[config.mk]
export PLATFORM = sky130hd
export DESIGN_NAME = saes_round_controller
export DESIGN_NICKNAME = d
export VERILOG_FILES = /design/src/rtl/saes_round_controller.sv
export SDC_FILE = /design/constraint.sdc
export NUM_CORES = 1
export LEC_CHECK = 0
export CAP_MARGIN = 20
export CORE_AREA = 2 2 128 130
export DETAILED_ROUTE_END_ITERATION = 10
export DIE_AREA = 0 0 130 132
export DONT_BUFFER_PORTS = 1
export GPL_ROUTABILITY_DRIVEN = 0
export PLACE_DENSITY = 0.45
export SYNTH_ARGS = -nofsm -noshare
export SYNTH_HDL_FRONTEND = slang
export SYNTH_SLANG_ARGS = --single-unit
[constraint.sdc]
create_clock -name clk -period 4.3 [get_ports clk]
set_input_delay 0.86 -clock clk [delete_from_list [all_inputs] [get_ports clk]]
set_output_delay 0.86 -clock clk [all_outputs]
set_load 0.02 [all_outputs]
[src/rtl/saes_round_controller.sv]
// Simplified-AES round sequencer: whitening plus NUM_ROUNDS rounds over a DATA_W-bit state.
// Optional macro SAES_DECRYPT_EN adds a `decrypt` input that walks the key schedule in reverse.

module saes_add_round_key #(
    parameter int unsigned DATA_W = 64
) (
    input  logic [DATA_W-1:0] state_in,
    input  logic [DATA_W-1:0] round_key,
    output logic [DATA_W-1:0] state_out
);
    assign state_out = state_in ^ round_key;
endmodule

module saes_round_controller #(
    parameter  int unsigned DATA_W     = 64,
    parameter  int unsigned NUM_ROUNDS = 2,
    localparam int unsigned IDX_W      = $clog2(NUM_ROUNDS + 1)
) (
    input  logic              clk,
    input  logic              rst,
`ifdef SAES_DECRYPT_EN
    input  logic              decrypt,
`endif
    input  logic              inValid,
    output logic              inReady,
    input  logic [DATA_W-1:0] plainText,
    output logic [IDX_W-1:0]  keyIdx,
    input  logic [DATA_W-1:0] roundKey,
    output logic [DATA_W-1:0] roundFuncIn,
    input  logic [DATA_W-1:0] roundFuncOut,
    output logic              lastRound,
    output logic              outValid,
    input  logic              outReady,
    output logic [DATA_W-1:0] cipherText
);

    typedef enum logic [1:0] {
        S_IDLE,
        S_ROUND,
        S_DONE
    } fsm_t;

    localparam logic [IDX_W-1:0] LAST_CNT = IDX_W'(NUM_ROUNDS);
    localparam logic [IDX_W-1:0] ONE_CNT  = IDX_W'(1);

    fsm_t              fsm_q, fsm_d;
    logic [DATA_W-1:0] state_q, state_d;
    logic [IDX_W-1:0]  round_cnt_q, round_cnt_d;
    logic [IDX_W-1:0]  key_idx_q, key_idx_d;
    logic              in_ready_q, in_ready_d;
    logic              out_valid_q, out_valid_d;
    logic              last_round_q, last_round_d;
    logic              dec_q, dec_d;

    logic              dec_start;
    logic [IDX_W-1:0]  cnt_inc;
    logic [DATA_W-1:0] ark_in;
    logic [DATA_W-1:0] ark_out;

`ifdef SAES_DECRYPT_EN
    assign dec_start = decrypt;
`else
    assign dec_start = 1'b0;
`endif

    function automatic logic [IDX_W-1:0] idx_for(input logic [IDX_W-1:0] cnt, input logic dec);
        return dec ? (LAST_CNT - cnt) : cnt;
    endfunction

    // Decrypt runs the inverse datapath, whose MixColumns skip lands on the first round.
    function automatic logic last_for(input logic [IDX_W-1:0] cnt, input logic dec);
        return dec ? (cnt == ONE_CNT) : (cnt == LAST_CNT);
    endfunction

    assign cnt_inc = round_cnt_q + ONE_CNT;
    assign ark_in  = (fsm_q == S_IDLE) ? plainText : roundFuncOut;

    saes_add_round_key #(
        .DATA_W(DATA_W)
    ) u_ark (
        .state_in (ark_in),
        .round_key(roundKey),
        .state_out(ark_out)
    );

    always_comb begin
        fsm_d        = fsm_q;
        state_d      = state_q;
        round_cnt_d  = round_cnt_q;
        key_idx_d    = key_idx_q;
        in_ready_d   = in_ready_q;
        out_valid_d  = out_valid_q;
        last_round_d = last_round_q;
        dec_d        = dec_q;

        case (fsm_q)
            S_IDLE: begin
                if (inValid) begin
                    state_d      = ark_out;
                    round_cnt_d  = ONE_CNT;
                    dec_d        = dec_start;
                    key_idx_d    = idx_for(ONE_CNT, dec_start);
                    last_round_d = last_for(ONE_CNT, dec_start);
                    in_ready_d   = 1'b0;
                    fsm_d        = S_ROUND;
                end
            end
            S_ROUND: begin
                state_d = ark_out;
                if (round_cnt_q == LAST_CNT) begin
                    fsm_d        = S_DONE;
                    out_valid_d  = 1'b1;
                    key_idx_d    = '0;
                    last_round_d = 1'b0;
                end else begin
                    round_cnt_d  = cnt_inc;
                    key_idx_d    = idx_for(cnt_inc, dec_q);
                    last_round_d = last_for(cnt_inc, dec_q);
                end
            end
            S_DONE: begin
                if (outReady) begin
                    fsm_d       = S_IDLE;
                    out_valid_d = 1'b0;
                    in_ready_d  = 1'b1;
                    round_cnt_d = '0;
                    dec_d       = 1'b0;
                end
            end
            default: begin
                fsm_d        = S_IDLE;
                round_cnt_d  = '0;
                key_idx_d    = '0;
                in_ready_d   = 1'b1;
                out_valid_d  = 1'b0;
                last_round_d = 1'b0;
                dec_d        = 1'b0;
            end
        endcase
    end

    always_ff @(posedge clk) begin
        if (rst) begin
            fsm_q        <= S_IDLE;
            state_q      <= '0;
            round_cnt_q  <= '0;
            key_idx_q    <= '0;
            in_ready_q   <= 1'b1;
            out_valid_q  <= 1'b0;
            last_round_q <= 1'b0;
            dec_q        <= 1'b0;
        end else begin
            fsm_q        <= fsm_d;
            state_q      <= state_d;
            round_cnt_q  <= round_cnt_d;
            key_idx_q    <= key_idx_d;
            in_ready_q   <= in_ready_d;
            out_valid_q  <= out_valid_d;
            last_round_q <= last_round_d;
            dec_q        <= dec_d;
        end
    end

    // The whitening key must be addressed in the same cycle the block is offered.
`ifdef SAES_DECRYPT_EN
    assign keyIdx = (fsm_q == S_IDLE && decrypt) ? LAST_CNT : key_idx_q;
`else
    assign keyIdx = key_idx_q;
`endif

    assign inReady     = in_ready_q;
    assign outValid    = out_valid_q;
    assign lastRound   = last_round_q;
    assign roundFuncIn = state_q;
    assign cipherText  = state_q;

endmodule
# [Word-level counts from Yosys, hierarchy flattened]
# Index checks and enable logic that the tools add are counted.
[word_totals] ff_bits=74 latch_bits=0 ramBits=0 rom_bits=0 inputBits=196 out_inout_bits=133 elab_cells=53 memories=0
[op_classes] n_addsub=2 mul=0 div=0 n_lt_le_gt_ge=0 n_eq_ne=9 shift=0 mux=22 n_bitwise=4 reduce_logical=8
[ops] operator="two-way mux 64 bit" count=2
[ops] operator="case mux 64 bit (2 select lines)" count=1
[ops] operator="bitwise XOR 64 bit" count=1
[ops] operator="case mux 2 bit (3 select lines)" count=3
[ops] operator="two-way mux 2 bit" count=6
[ops] operator="case mux 1 bit (3 select lines)" count=4
[ops] operator="AND reduction 3 bit" count=4
[ops] operator="!= test 2 bit (second input constant)" count=4
[ops] operator="== test 2 bit (second input constant)" count=3
[ops] operator="two-way mux 1 bit" count=6
[ops] operator="== test 2 x 1 -> 1 bit (second input constant)" count=2
[ops] operator="AND reduction 2 bit" count=2
[ops] operator="NOT 1 bit" count=3
[ops] operator="adder 2 x 1 -> 2 bit (second input constant)" count=1
[ops] operator="zero test 2 bit" count=1
[ops] operator="nonzero test 2 bit" count=1
[ops] operator="subtractor 2 bit (first input constant)" count=1

# [Longest topological paths before layout]
# Gate-level depths: netlist of the first run.
[logic_depth] depth_word=5 ltp_mapped=6 mapped_depth_nobuf=5

# [Modules after synthesis]
# From an unflattened synthesis of the first run, not the netlist that was laid out.
[unflattened] cells_unflattened=528 hier_area_um2=4463.0
[modules_own_cells] module="saes_round_controller" n_inst=1 cells_per_inst=464 area_per_inst_um2=3902.5 seq_area_each_um2=1461.4
[modules_own_cells] module="saes_add_round_key" n_inst=1 cells_per_inst=64 area_per_inst_um2=560.5 seq_area_each_um2=0.0

# [Worst setup path after synthesis of the first run]
# OpenSTA, ideal clock, no wires.
[synth_timing] path_type="input -> register" startpoint="input port rst" endpoint="register state_q[0] (netlist: cipherText[0])" setup_time_ps=61 t_arrival_ps=1781 required_time_ps=4239 path_slack_ps=2458 path_stages=4 n_path_buf=2 path_cell_list="clkbuf_1 > nor3_4 > buf_6 > a32o_1"
[synth_lines] element="from (decl)" line="20" rtl="input logic rst,"
[synth_lines] element="to (signal assigned)" line="154" rtl="state_q <= state_d;"
[synth_lines] element="to (decl)" line="47" rtl="logic [DATA_W-1:0] state_q, state_d;"

# [Final worst setup path of the first run]
[layout_timing] startpoint="register fsm_q[1]" endpoint="register state_q[12] (netlist: cipherText[12])"
[layout_via] elab_chain_len=5 elab_cells_between_ends=9 cone_classes="eq/ne (2); mux (3); bitwise (1); reduce/logical (3)"
[layout_rtl] element="from (decl)" line="46" rtl="fsm_t fsm_q, fsm_d;"
[layout_rtl] element="from (signal assigned)" line="153" rtl="fsm_q <= fsm_d;"
[layout_rtl] element="zero test 2 bit" line="76, 96"
[layout_rtl] element="two-way mux 64 bit" line="76" rtl="assign ark_in = (fsm_q == S_IDLE) ? plainText : roundFuncOut;"
[layout_rtl] element="bitwise XOR 64 bit" line="11" rtl="assign state_out = state_in ^ round_key;"
[layout_rtl] element="two-way mux 64 bit" line="98" rtl="if (inValid) begin"
[layout_rtl] element="case mux 64 bit (2 select lines)" line="96" rtl="case (fsm_q)"
# Parallel ways exist; a longest one is shown, timed or not. The select of a mux whose other input is x is not followed.
# A chain may end at the register's enable or synchronous reset.

==> run_results.csv, run 1 <==
group,metric,value,unit
cells_and_area,layout_commonest_cell,"dfxtp_1",
sta,skew,0.00517,ns
clocking,cts_tree,"built",
drt,drt-vias-per-instance,5.76,
setup_path,worstPathRequired,4.52,ns
synthesis,syn_avg_cell_area,9.07,sq um
drt,wirelength,13500,um
drt,post-route-drc-count,0,
clocking,post-cts-setup-buffers,0,
cells_and_area,area_delta_synth_final,-5.31,%
sta,drv_slew,0,
floorplanning,die_h,132,um
clocking,numCtsBuffers,9,
cells_and_area,nNetsFinal,653,
setup_path,end_kind,"register",
placement,pre_cts_slack,1.83,ns
drt,detail_route.iter0.violations,183,
setup_path,critPathKind,"reg2reg",
synthesis,ys_seq_area_share,29.5,%
drt,wl_per_cell,20.0,um
sta,max_freq,0.399,GHz
setup_path,crit_chain,"buf_4 -> nor3b_1 -> or3_1 -> a32o_1",
drt,antenna_left,0,
setup_path,crit_fanout,73,
global_route,first_global_vias,3676,
cells_and_area,layout_common_cells,"71 x dfxtp_1, 65 x o21a_1, 65 x or3_1, 65 x o21ai_0",
clocking,tritoncts_num_sinks,73,
global_route,track_usage,14.8,%
clocking,clock_path_buffers,2,
synthesis,synth-adder-area-share,1.01,%
sta,final_hold_viol_count,0,
synthesis,synth_cell_types,31,
cells_and_area,n_fill_cell,1680,
setup_path,slowest_delay,0.82,ns
synthesis,postSynthCellCount,546,
min_path,min_path_type,"reg2reg",
floorplanning,core-area,0.0157,sq mm
clocking,cts_hold_buf,0,
sta,worst_pin_slew,0.888,ns
setup_path,crit_slowest_cell,"dfxtp_4",
cells_and_area,multi_input_area,0.00261,sq mm
global_route,grt_max_degree,83,
sta,tns,0,ns
global_route,grt_first_pass_wirelength,19800,um
clocking,cts_max_level,3,
synthesis,synth-warning-count,0,
sta,final.period_utilization,58.2,%
synthesis,synth_top_family_by_area,"compound AO/OA/AOI/OAI gates",
sta,finalSetupViolCount,0,
clocking,clk_pin_slew_worst_paths,0.06,ns
global_route,grt-ovfl-total,0,
sta,fin_ws,1.80,ns
synthesis,yosys.area_share.simple,20.2,%
drt,vias,3891,
power_and_ir_drop,vdd_drop_max,0.000168,V
floorplanning,ios,329,
floorplanning,rows,46,
power_and_ir_drop,leakagePower,1.48,nW
floorplanning,die-area,0.0172,sq mm
placement,io_buffer_count,0,
sta,rsz0062_at_grt,"false",
synthesis,syn_nets,746,
synthesis,synthXorXnorAreaFrac,0,%
synthesis,ys_seq_elements,73,
setup_path,startpoint_type,"register",
synthesis,synth_area,0.00495,sq mm
power_and_ir_drop,p_per_area,431,mW/mm^2
cells_and_area,seqCellArea,0.00147,sq mm
synthesis,synth.mux.area_fraction,0,%
sta,period_minus_slack,2.50,ns
setup_path,crit_arrival,2.73,ns
floorplanning,die_w,130,um
clocking,clk-insertion-delay-late,0.33,ns
run,max-cap-violations,0,
setup_path,cp_num_buf_inv,1,
status,outcome,"finished, final reports clean",
cells_and_area,drive_above_1_share,5.24,%
clocking,ctsResizeCount,0,
sta,hold_ws,0.546,ns
global_route,grt_antenna_before_repair,2,
placement,post-dp-hpwl,9800,um
synthesis,synth_compound_gate_area_share,31.4,%
drt,drt_pre_antenna_iters,4,
clocking,clockRootBuffer,"clkbuf_16",
floorplanning,start_util,31.5,%
setup_path,crit_family,"flip-flops",
sta,slew_headroom,40.8,%
==> registers in the layout, summed over array words and instances (netlist names) <==
name,count
cipherText,64
fsm_q,2
inReady,1
keyIdx,2
lastRound,1
outValid,1
round_cnt_q,2
==> worst paths after layout <==
kind | to | cells past startpoint | from | slack, ns
worst max-delay path | cipherText[12]$_SDFFE_PP0P_ | 4 | fsm_q[1]$_SDFFE_PP0P_ | 1.80
worst min-delay path | round_cnt_q[1]$_SDFFE_PP0P_ | 2 | round_cnt_q[1]$_SDFFE_PP0P_ | 0.55
worst max register to register | cipherText[12]$_SDFFE_PP0P_ | 4 | fsm_q[1]$_SDFFE_PP0P_ | 1.80
worst min register to register | round_cnt_q[1]$_SDFFE_PP0P_ | 2 | round_cnt_q[1]$_SDFFE_PP0P_ | 0.55
==> layer usage <==
layer | routed length [um] | track usage (%) | vias to the layer above
li1 | - | - | 1853
met3 | 1370 | 6.45 | 14
met4 | 201 | 4.60 | 2
met5 | 13 | 0 | -
met1 | 5240 | 16.0 | 1812
met2 | 6690 | 25.9 | 210
==> through the flow <==
| step | area (sq um) | total power, mW | std cells | util (%) |
|---|---|---|---|---|
| floorplan | 4950 | 1.36 | 546 | - |
| global placement | 4400 | 1.30 | 658 | 28.0 |
| detailed placement | 4400 | 1.32 | 658 | 28.0 |
| CTS | 4690 | 2.06 | 674 | 29.8 |
| global route | 4690 | 2.14 | 674 | 29.8 |
| finish | 4690 | 2.02 | 675 | 29.8 |
==> final cells by class <==
cell class / count / area share (%)
sequential: 73 / 31.3
tap: 216 / 5.76
inverter: 5 / 0.400
multi-input combinational: 359 / 55.6
timing repair buffer: 5 / 0.801
clock inverter: 2 / 0.214
clock buffer: 14 / 5.87
antenna: 1 / 0.0534
==> synth_stat cells <==
cell type | n | area share, %
clkbuf_1 | 7 | 0.53
nor2b_1 | 1 | 0.13
a2bb2oi_1 | 1 | 0.18
a32oi_1 | 1 | 0.18
o21a_1 | 65 | 9.9
nand4b_1 | 2 | 0.35
nor2_4 | 1 | 0.23
a211oi_1 | 1 | 0.15
buf_4 | 65 | 9.9
nor2_1 | 2 | 0.15
and4b_1 | 1 | 0.20
o22ai_1 | 1 | 0.13
a21o_1 | 1 | 0.15
nor3b_1 | 64 | 9.7
inv_2 | 1 | 0.076
nand2b_1 | 3 | 0.38
o21ba_1 | 1 | 0.20
buf_6 | 25 | 5.7
inv_1 | 4 | 0.30
a32o_1 | 64 | 13
nand2_1 | 5 | 0.38
and2_0 | 1 | 0.13
a21oi_1 | 6 | 0.61
dfxtp_1 | 73 | 30
ha_1 | 4 | 1.0
or3_1 | 65 | 8.2
nor3_4 | 1 | 0.33
o211ai_1 | 3 | 0.45
buf_2 | 11 | 1.1
o21ai_0 | 65 | 6.6
buf_8 | 1 | 0.30
==> power by group <==
part	internal (mW)	switching [mW]	leakage, nW
combinational	0.146	0.132	0.732
sequential	0.749	0.269	0.607
clock	0.440	0.283	0.142
total	1.34	0.684	1.48
==> kinds of logic (layout without fill, tap and decap cells) <==
| kind of cell | Yosys count | after routing |
|---|---|---|
| compound gates | 209 | 209 |
| fa+ha+maj | 4 | 4 |
| buf+inv | 114 | 26 |
| flops | 73 | 73 |
| other cells | 0 | 1 |
| simple gates | 146 | 146 |
==> tightest hold or removal path, delay by kind of cell, from the launching register on <==
kind            cells  cell delay [ns]
flops               1             0.34
simple gates        1             0.10
compound gates      1             0.06
No activity file was read; power rests on OpenSTA's default activity.
==> run 2: changes to the inputs <==
==> constraint.sdc (replaced) <==
create_clock -name clk -period 2.45 [get_ports clk]
set_input_delay 0.49 -clock clk [delete_from_list [all_inputs] [get_ports clk]]
set_output_delay 0.49 -clock clk [all_outputs]
set_load 0.02 [all_outputs]
==> run_results.csv, run 2 (synthesis results as in run 1) <==
group,metric,value,unit
status,outcome,"finished, final reports clean",
floorplanning,die-area,0.0172,sq mm
clocking,clockRootBuffer,"clkbuf_16",
setup_path,critical_path.endpoint,"cipherText[38]$_SDFFE_PP0P_",
sta,final.period_utilization,80.1,%
cells_and_area,drive_above_1_share,5.45,%
sta,finalSetupViolCount,0,
clocking,tritoncts_num_sinks,73,
sta,period_minus_slack,1.96,ns
global_route,grt_antenna_before_repair,1,
power_and_ir_drop,seqPwrFrac,48.7,%
setup_path,r2r_cells,4,
drt,drt_pre_antenna_iters,6,
sta,worst_pin_slew,0.948,ns
drt,wl_per_cell,20.1,um
power_and_ir_drop,p_per_area,760,mW/mm^2
cells_and_area,largest_reg_flops,64,
sta,drv_slew,0,
clocking,clk_pin_slew_worst_paths,0.06,ns
global_route,track_usage,15.0,%
floorplanning,die_h,132,um
clocking,cts_max_level,3,
setup_path,startpoint_type,"register",
clocking,cts_tree,"built",
clocking,cts_hold_buf,0,
global_route,first_global_vias,3716,
cells_and_area,layout_common_cells,"71 x dfxtp_1, 65 x o21a_1, 65 x or3_1, 65 x o21ai_0",
cells_and_area,area_delta_synth_final,-4.04,%
setup_path,ff2ff_setup_slack,0.49,ns
power_and_ir_drop,p_comb_share,14.6,%
drt,antenna_left,0,
cells_and_area,layout_commonest_cell,"dfxtp_1",
sta,rsz0062_at_grt,"false",
drt,drt-vias-per-instance,5.82,
cells_and_area,seqCellArea,0.00147,sq mm
sta,max_freq,0.510,GHz
floorplanning,rows,46,
clocking,clock_path_buffers,2,
drt,wirelength,13600,um
floorplanning,ios,329,
clocking,post-cts-setup-buffers,0,
global_route,grt-ovfl-total,0,
drt,post-route-drc-count,0,
sta,skew,0.00781,ns
clocking,clk-insertion-delay-late,0.34,ns
power_and_ir_drop,p_int,2.40,mW
placement,post-dp-hpwl,9690,um
drt,detail_route.iter0.violations,160,
floorplanning,die_w,130,um
sta,slew_headroom,36.8,%
clocking,numCtsBuffers,9,
drt,vias,3936,
clocking,ctsResizeCount,0,
setup_path,reg2reg_to,"cipherText[38]$_SDFFE_PP0P_",
placement,io_buffer_count,0,
floorplanning,start_util,31.5,%
cells_and_area,multi_input_area,0.00261,sq mm
power_and_ir_drop,clkPwrFrac,36.7,%
floorplanning,core-area,0.0157,sq mm
setup_path,crit_fanout,51,
min_path,min_path_type,"in2reg",
setup_path,critPathKind,"reg2reg",
setup_path,worstPathRequired,2.67,ns
sta,final_hold_viol_count,0,
cells_and_area,n_fill_cell,1657,
setup_path,crit_start,"fsm_q[0]$_SDFFE_PP0P_",
power_and_ir_drop,leakagePower,1.50,nW
setup_path,crit_arrival,2.19,ns
global_route,grt_max_degree,69,
sta,fin_ws,0.488,ns
cells_and_area,nNetsFinal,654,
setup_path,r2r_start,"fsm_q[0]$_SDFFE_PP0P_",
sta,tns,0,ns
power_and_ir_drop,p_sw_share,33.6,%
placement,pre_cts_slack,0.505,ns
global_route,grt_first_pass_wirelength,20100,um
setup_path,end_kind,"register",
power_and_ir_drop,vdd_drop_max,0.000302,V
power_and_ir_drop,p_switching,1.21,mW
run,max-cap-violations,0,
-- run 2: cell count changes in the layout (fill, tap and decap cells not counted) --
cell,change
buf_12,+4
buf_4,-3
bufinv_16,+1
clkbuf_16,-1
-- run 2: power groups by stage --
stage                     Sequential [mW]  Clock, mW  Combinational (mW)
after floorplan                      1.57          0               0.811
after global placement               1.79          0               0.511
after detailed placement             1.79          0               0.529
after CTS                            1.76       1.39               0.532
after global routing                 1.79       1.44               0.594
final                                1.76       1.32               0.528
-- run 2: metal layers --
metal / up-vias / share of wire [%] / global-route usage (%)
met5: - / 0 / 0
li1: 1852 / - / -
met4: 0 / 2.0 / 6.33
met3: 15 / 10 / 5.56
met2: 204 / 50 / 26.3
met1: 1865 / 38 / 15.9
-- run 2: worst max-delay path, stage by stage (launching register included) --
cell and delay (ns):
dfxtp_4 0.53, buf_4 0.52, nor3b_1 0.14, or3_1 0.37, a32o_1 0.24
-- run 2: cell type report --
| cell class | count | area share (%) |
|---|---|---|
| Multi-Input combinational cell | 359 | 54.8 |
| Sequential cell | 73 | 30.9 |
| Tap cell | 216 | 5.69 |
| Clock buffer | 13 | 5.27 |
| Timing Repair Buffer | 6 | 2.00 |
| Clock inverter | 3 | 0.843 |
| Inverter | 5 | 0.395 |
| Antenna cell | 1 | 0.0527 |
-- run 2: how the worst min path moves through the flow --
| stage | startpoint | endpoint | slack (ns) | cells past startpoint |
|---|---|---|---|---|
| after global routing | rst | keyIdx[1]$_SDFFE_PP0P_ | 0.19 | 1 |
| after global placement | round_cnt_q[1]$_SDFFE_PP0P_ | round_cnt_q[1]$_SDFFE_PP0P_ | 0.54 | 2 |
| after detailed placement | round_cnt_q[1]$_SDFFE_PP0P_ | round_cnt_q[1]$_SDFFE_PP0P_ | 0.52 | 2 |
| after floorplan | round_cnt_q[1]$_SDFFE_PP0P_ | round_cnt_q[1]$_SDFFE_PP0P_ | 0.50 | 2 |
| after CTS | rst | lastRound$_SDFFE_PP0P_ | 0.19 | 1 |
| final | rst | keyIdx[0]$_SDFFE_PP0P_ | 0.21 | 1 |
-- run 2: metrics by stage --
step                area (sq um)  power (mW)  std cells  hold slack (ns)  utilization, %
floorplan                   4950        2.38        546            0.500               -
global placement            4460        2.30        659            0.536            28.4
detailed placement          4460        2.32        659            0.520            28.4
CTS                         4750        3.68        675            0.191            30.2
global route                4750        3.82        676            0.193            30.2
finish                      4750        3.61        676            0.214            30.2
